### src/rtl/p2s_pkg.sv
// p2s_pkg: shared definitions for the parallel-to-serial stream converter.
//   p2s_state_e : converter state (IDLE = no word held, SHIFT = word held)
//   p2s_cnt_w() : width of the bit counter for a given word width
package p2s_pkg;

  typedef enum logic {
    P2S_IDLE  = 1'b0,
    P2S_SHIFT = 1'b1
  } p2s_state_e;

  // Width of a counter that indexes 0..data_w-1. It is never narrower than
  // one bit, so a 2-bit word still gets a usable counter.
  function automatic int p2s_cnt_w(input int data_w);
    return (data_w > 2) ? $clog2(data_w) : 1;
  endfunction

endpackage

### src/rtl/p2s_shreg.sv
// p2s_shreg: load/shift register for the parallel-to-serial converter.
//   clk      in   rising-edge clock
//   rst      in   asynchronous active-low reset (clears the register)
//   load     in   capture din (has priority over shift)
//   shift    in   move one position toward the output end
//   din      in   parallel word
//   out_bit  out  current output-end bit (bit DATA_W-1 or bit 0)
module p2s_shreg #(
  parameter int DATA_W    = 4,
  parameter bit MSB_FIRST = 1'b1
) (
  input  logic              clk,
  input  logic              rst,
  input  logic              load,
  input  logic              shift,
  input  logic [DATA_W-1:0] din,
  output logic              out_bit
);

  logic [DATA_W-1:0] sr_q;
  logic [DATA_W-1:0] sr_d;
  logic [DATA_W-1:0] sr_shifted;

  // The output end is fixed by the bit order; the vacated end fills with 0.
  generate
    if (MSB_FIRST) begin : g_msb
      assign sr_shifted = {sr_q[DATA_W-2:0], 1'b0};
      assign out_bit    = sr_q[DATA_W-1];
    end else begin : g_lsb
      assign sr_shifted = {1'b0, sr_q[DATA_W-1:1]};
      assign out_bit    = sr_q[0];
    end
  endgenerate

  always_comb begin
    sr_d = sr_q;
    if (load) begin
      sr_d = din;
    end else if (shift) begin
      sr_d = sr_shifted;
    end
  end

  always_ff @(posedge clk or negedge rst) begin
    if (!rst) begin
      sr_q <= '0;
    end else begin
      sr_q <= sr_d;
    end
  end

endmodule

### src/rtl/p2s_stream.sv
// p2s_stream: parallel-to-serial converter with valid/ready on both sides.
// A DATA_W-bit word is accepted on din and shifted out one bit per consumed
// cycle, in MSB-first or LSB-first order. The last bit of a word and the
// first bit of the next can be handed over on the same edge, so a steady
// stream of words produces a gap-free serial stream.
//   clk         in   rising-edge clock
//   rst         in   asynchronous active-low reset
//   din         in   parallel word (sampled only on the accept edge)
//   din_valid   in   din is valid
//   din_ready   out  word accepted on an edge with din_valid && din_ready
//   dout        out  serial bit (0 when idle)
//   dout_valid  out  dout holds a valid bit
//   dout_first  out  dout is the first bit of a word
//   dout_last   out  dout is the last bit of a word
//   ser_ready   in   sink consumes dout on an edge with dout_valid && ser_ready
module p2s_stream
  import p2s_pkg::*;
#(
  parameter int DATA_W    = 4,
  parameter bit MSB_FIRST = 1'b1
) (
  input  logic              clk,
  input  logic              rst,
  input  logic [DATA_W-1:0] din,
  input  logic              din_valid,
  output logic              din_ready,
  output logic              dout,
  output logic              dout_valid,
  output logic              dout_first,
  output logic              dout_last,
  input  logic              ser_ready
);

  localparam int              CNT_W    = p2s_cnt_w(DATA_W);
  localparam logic [CNT_W-1:0] CNT_LAST = CNT_W'(DATA_W - 1);

  p2s_state_e       state_q;
  p2s_state_e       state_d;
  logic [CNT_W-1:0] cnt_q;
  logic [CNT_W-1:0] cnt_d;

  logic accept;
  logic consume;
  logic load;
  logic shift;
  logic out_bit;
  logic at_last;

  assign at_last = (cnt_q == CNT_LAST);

  // A new word fits either into an empty converter or into the slot being
  // freed by the consume of the current word's last bit. Holding ready low
  // during reset keeps a word from being "accepted" and then discarded.
  assign din_ready = rst && ((state_q == P2S_IDLE) || (ser_ready && at_last));
  assign accept    = din_valid && din_ready;
  assign consume   = (state_q == P2S_SHIFT) && ser_ready;

  always_comb begin
    state_d = state_q;
    cnt_d   = cnt_q;
    load    = 1'b0;
    shift   = 1'b0;
    if (accept) begin
      // Covers both the idle load and the streaming reload on the last bit.
      state_d = P2S_SHIFT;
      cnt_d   = '0;
      load    = 1'b1;
    end else if (consume) begin
      if (!at_last) begin
        cnt_d = cnt_q + CNT_W'(1);
        shift = 1'b1;
      end else begin
        state_d = P2S_IDLE;
        cnt_d   = '0;
      end
    end
  end

  always_ff @(posedge clk or negedge rst) begin
    if (!rst) begin
      state_q <= P2S_IDLE;
      cnt_q   <= '0;
    end else begin
      state_q <= state_d;
      cnt_q   <= cnt_d;
    end
  end

  p2s_shreg #(
    .DATA_W   (DATA_W),
    .MSB_FIRST(MSB_FIRST)
  ) u_shreg (
    .clk    (clk),
    .rst    (rst),
    .load   (load),
    .shift  (shift),
    .din    (din),
    .out_bit(out_bit)
  );

  // Outputs decode registered state only. The register keeps stale bits
  // after the word drains, so dout is gated by the state.
  assign dout_valid = (state_q == P2S_SHIFT);
  assign dout       = dout_valid && out_bit;
  assign dout_first = dout_valid && (cnt_q == '0);
  assign dout_last  = dout_valid && at_last;

endmodule
### config.mk
export PLATFORM = sky130hd
export DESIGN_NAME = p2s_stream
export DESIGN_NICKNAME = d
export VERILOG_FILES = /design/src/rtl/p2s_pkg.sv /design/src/rtl/p2s_shreg.sv /design/src/rtl/p2s_stream.sv
export SDC_FILE = /design/constraint.sdc
export NUM_CORES = 1
export LEC_CHECK = 0
export CAP_MARGIN = 20
export CORE_MARGIN = 8
export CORE_UTILIZATION = 25
export DETAILED_ROUTE_END_ITERATION = 10
export GPL_ROUTABILITY_DRIVEN = 1
export SLEW_MARGIN = 20
export SYNTH_ARGS = -nofsm -noshare
export SYNTH_HDL_FRONTEND = slang
export SYNTH_SLANG_ARGS = --single-unit
### constraint.sdc
create_clock -name clk -period 3.95 [get_ports clk]
set_clock_uncertainty 0.2 [all_clocks]
set_input_delay 0.79 -clock clk [delete_from_list [all_inputs] [get_ports clk]]
set_output_delay 0.79 -clock clk [all_outputs]
set_load 0.05 [all_outputs]
==> impl_metrics.prom, run 1 <==
# TYPE chip_impl_metric gauge
chip_impl_info{name="run_status",value="completed"} 1
chip_impl_info{name="cp_cell_sequence",value="clkdlybuf4s50_1 > a21bo_2 > and2_1 > clkdlybuf4s50_1"} 1
chip_impl_info{name="min_delay_worst_endpoint",value="u_shreg.sr_q[0]"} 1
chip_impl_metric{name="antenna_cells_inserted",unit=""} 0
chip_impl_metric{name="worstPathArrival",unit="ns"} 2.49
chip_impl_info{name="worst_r2r_endpoint",value="u_shreg.sr_q[2]"} 1
chip_impl_metric{name="place_inst",unit=""} 63
chip_impl_metric{name="placed_area",unit="um2"} 563
chip_impl_info{name="worst_r2r_startpoint",value="cnt_q[0]"} 1
chip_impl_metric{name="drc",unit=""} 0
chip_impl_metric{name="floorplan.rows",unit=""} 14
chip_impl_metric{name="area_enclosed_by_the_die_boundary",unit="mm2"} 0.00322
chip_impl_info{name="synthTopCellsByArea",value="dfrtp_1 (42%), mux2_4 (11%), ha_1 (6.0%)"} 1
chip_impl_metric{name="yosys_warnings",unit=""} 0
chip_impl_metric{name="final_cell_area",unit="um2"} 589
chip_impl_metric{name="postSynthAreaPerCell",unit="um2"} 12.2
chip_impl_metric{name="die_width",unit="um"} 56.8
chip_impl_info{name="end_kind",value="output pin"} 1
chip_impl_info{name="critPathMostFrequentCell",value="clkdlybuf4s50_1"} 1
chip_impl_metric{name="cts_max_level",unit=""} 1
chip_impl_metric{name="timing_worst_slew_pin_value",unit="ns"} 0.495
chip_impl_metric{name="overflow",unit=""} 0
chip_impl_metric{name="grt_first_pass_wirelength",unit="mm"} 1.27
chip_impl_metric{name="floorplan.initialDensity",unit=""} 0.269
chip_impl_metric{name="rrSetupSlack",unit="ns"} 2.24
chip_impl_info{name="rsz_0062_raised_after_global_routing",value="no"} 1
chip_impl_metric{name="wirelength",unit="um"} 743
chip_impl_metric{name="timing.setup.tns",unit="ns"} 0
chip_impl_metric{name="worst_skew_pair.late_latency",unit="ns"} 0.25
chip_impl_metric{name="postRouteAntennaNets",unit=""} 0
chip_impl_metric{name="setup_viol_count_final",unit=""} 0
chip_impl_info{name="critical-path-slowest-cell",value="clkdlybuf4s50_1"} 1
chip_impl_metric{name="synth.ff_latch_count",unit=""} 7
chip_impl_metric{name="syn2layout_area_growth",unit="%"} 41.9
chip_impl_metric{name="total_clock_buffers_created_by_cts",unit=""} 3
chip_impl_info{name="min-delay-start",value="u_shreg.sr_q[0]"} 1
chip_impl_metric{name="io_buffers",unit=""} 12
chip_impl_metric{name="dr_total_vias",unit=""} 288
chip_impl_metric{name="cts_sinks",unit=""} 7
chip_impl_metric{name="vdd.ir_drop.worst",unit="mV"} 0.255
chip_impl_metric{name="core_region_area",unit="mm2"} 0.00154
chip_impl_metric{name="instances_no_fill",unit=""} 67
chip_impl_metric{name="power_per_cell_area",unit="mW/mm2"} 769
chip_impl_metric{name="max_slew_margin",unit=""} 0.669
chip_impl_metric{name="cts_hold_buf",unit=""} 0
chip_impl_metric{name="critical_path.max_fanout",unit=""} 3
chip_impl_metric{name="critical_path_required",unit="ns"} 2.96
chip_impl_metric{name="period_minus_slack",unit="ns"} 3.48
chip_impl_metric{name="total_leakage_power",unit="nW"} 0.291
chip_impl_metric{name="num_ports",unit=""} 13
chip_impl_metric{name="report.final.slew_viol_count",unit=""} 0
chip_impl_metric{name="hold_path_depth",unit=""} 2
chip_impl_metric{name="mappedNetlistArea",unit="um2"} 415
chip_impl_info{name="cts-root-buf",value="clkbuf_4"} 1
chip_impl_metric{name="worst_setup_hold_path_clk_slew",unit="ns"} 0.05
chip_impl_metric{name="grt_antenna_before_repair",unit=""} 0
chip_impl_metric{name="first_pass_iters",unit=""} 2
chip_impl_info{name="critical_path_start_type",value="input pin"} 1
chip_impl_metric{name="cts_resized",unit=""} 0
chip_impl_metric{name="maxCapViolations",unit=""} 0
chip_impl_metric{name="finalHoldViolCount",unit=""} 0
chip_impl_metric{name="avgRoutedWirePerCell",unit="um"} 11.1
chip_impl_info{name="netlist.top_cell.by_area",value="dfrtp_1"} 1
chip_impl_metric{name="maxClockFrequency",unit="MHz"} 287
chip_impl_metric{name="grt_start_max_net_pins",unit=""} 9
chip_impl_metric{name="gp_congestion",unit=""} 0.677
chip_impl_metric{name="fraction_of_post_synthesis_cell_area_in_the_top_cell_type_by_area",unit=""} 0.422
chip_impl_metric{name="final.fill_count",unit=""} 168
chip_impl_metric{name="critical_path.max_stage_delay",unit="ns"} 0.81
chip_impl_metric{name="syn_nets",unit=""} 44
chip_impl_metric{name="worst_r2r_path_depth",unit=""} 4
chip_impl_info{name="timing.hold.worst.class",value="register to register"} 1
chip_impl_metric{name="ctsLongestPathBuffers",unit=""} 2
chip_impl_metric{name="final_min_period_over_clock_period",unit=""} 0.881
chip_impl_metric{name="hpwl_detailed",unit="um"} 615
chip_impl_metric{name="drive_gt1_frac",unit=""} 0.294
chip_impl_metric{name="number_of_instances_in_the_synthesized_netlist",unit=""} 34
chip_impl_metric{name="die-height",unit="um"} 56.8
chip_impl_metric{name="routed_via_density",unit=""} 4.30
chip_impl_info{name="tritoncts",value="yes"} 1
chip_impl_metric{name="hold-worst-slack",unit="ns"} 0.338
chip_impl_metric{name="globalRouteTotalUtil",unit=""} 0.0504
chip_impl_metric{name="synthDistinctLibCells",unit=""} 16
chip_impl_metric{name="drt_first_iter_violations",unit=""} 1
chip_impl_metric{name="number_of_global_route_vias_before_repair",unit=""} 314
chip_impl_metric{name="cts_setup_buffers",unit=""} 0
chip_impl_metric{name="ys_seq_area_frac",unit=""} 0.422
chip_impl_metric{name="post-route-util",unit=""} 0.382
chip_impl_info{name="setup.worst_path.class",value="input pin to output pin"} 1
chip_impl_metric{name="nets",unit=""} 62
==> worst max-delay path: cells and delay by family <==
family / cells / cell delay (ns)
buf+inv: 2 / 1.36
simple gates: 1 / 0.15
compound gates: 1 / 0.19
==> cell families (layout without fill, tap and decap cells) <==
kind of cell	after synthesis	count (layout)	synth area share
AND/OR/NAND/NOR	11	11	0.199
multiplexers	8	8	0.238
flip-flops	7	7	0.422
AO/OA/AOI/OAI	3	3	0.0542
buffers and inverters	3	20	0.0271
adder cells (fa/ha/maj)	2	2	0.0602
==> registers in the layout, indices dropped and copies added, names as in the netlist <==
name          flops
u_shreg.sr_q      4
dout_valid        1
cnt_q             2
==> area by class of cell <==
cell class	instances	area (um2)	share of cell area
multi-input cells	24	229	0.389
clock buffers	4	26.3	0.0446
inverters	3	11.3	0.0191
repair buffers	13	128	0.217
well taps	16	20.0	0.0340
flip-flops and latches	7	175	0.297
==> synthesized netlist by cell type (all sizes together) <==
cell and number:
mux2 6, ha 2, nand3b 1, mux2i 2
inv 3, dfrtp 7, and2 4, nand2 4
a21boi 1, a21bo 1, a21oi 1, nand3 1
nand2b 1
==> power by group <==
| group | internal, mW | switching, mW |
|---|---|---|
| Sequential | 0.103 | 0.0233 |
| Combinational | 0.122 | 0.139 |
| Clock | 0.0386 | 0.0274 |
| Total | 0.264 | 0.190 |
==> how the worst max path moves through the flow <==
stage / slack, ns / startpoint / endpoint / cells past startpoint
after detailed placement: 0.48 / ser_ready / din_ready / 4
after global placement: 0.49 / ser_ready / din_ready / 4
after floorplan: 1.60 / ser_ready / din_ready / 2
after global routing: 0.43 / ser_ready / din_ready / 4
after CTS: 0.47 / ser_ready / din_ready / 4
final: 0.47 / ser_ready / din_ready / 4
==> cell usage in the layout (no fill, tap or decap) <==
cell	instances
buf_4	1
mux2i_1	2
ha_1	2
nand2b_2	1
mux2_2	1
nand3_2	1
inv_1	3
clkbuf_1	1
mux2_1	2
nand3b_4	1
a21oi_1	1
a21boi_1	1
and2_2	3
clkbuf_4	3
a21bo_2	1
and2_1	1
clkdlybuf4s50_1	12
dfrtp_1	7
nand2_1	4
mux2_4	3
==> layer usage <==
| metal | share of wire | global-route usage |
|---|---|---|
| met1 | 0.48 | 0.0587 |
| met2 | 0.40 | 0.0643 |
| met3 | 0.10 | 0.0292 |
| met4 | 0.015 | 0.0403 |
| met5 | 0 | 0 |
==> metrics by stage <==
stage                     worst slack, ns  power (mW)
final                               0.470       0.453
after global routing                0.429       0.485
after CTS                           0.468       0.459
after detailed placement            0.481       0.393
after global placement              0.486       0.389
after floorplan                      1.60       0.319
Power figures use the tool's default switching activity.
==> inputs of run 2 (changes only) <==
Settings changed: CAP_MARGIN 20 to 5.
==> results of run 2 <==
Same layout as run 1: the final DEF is identical, and so are final timing and power.
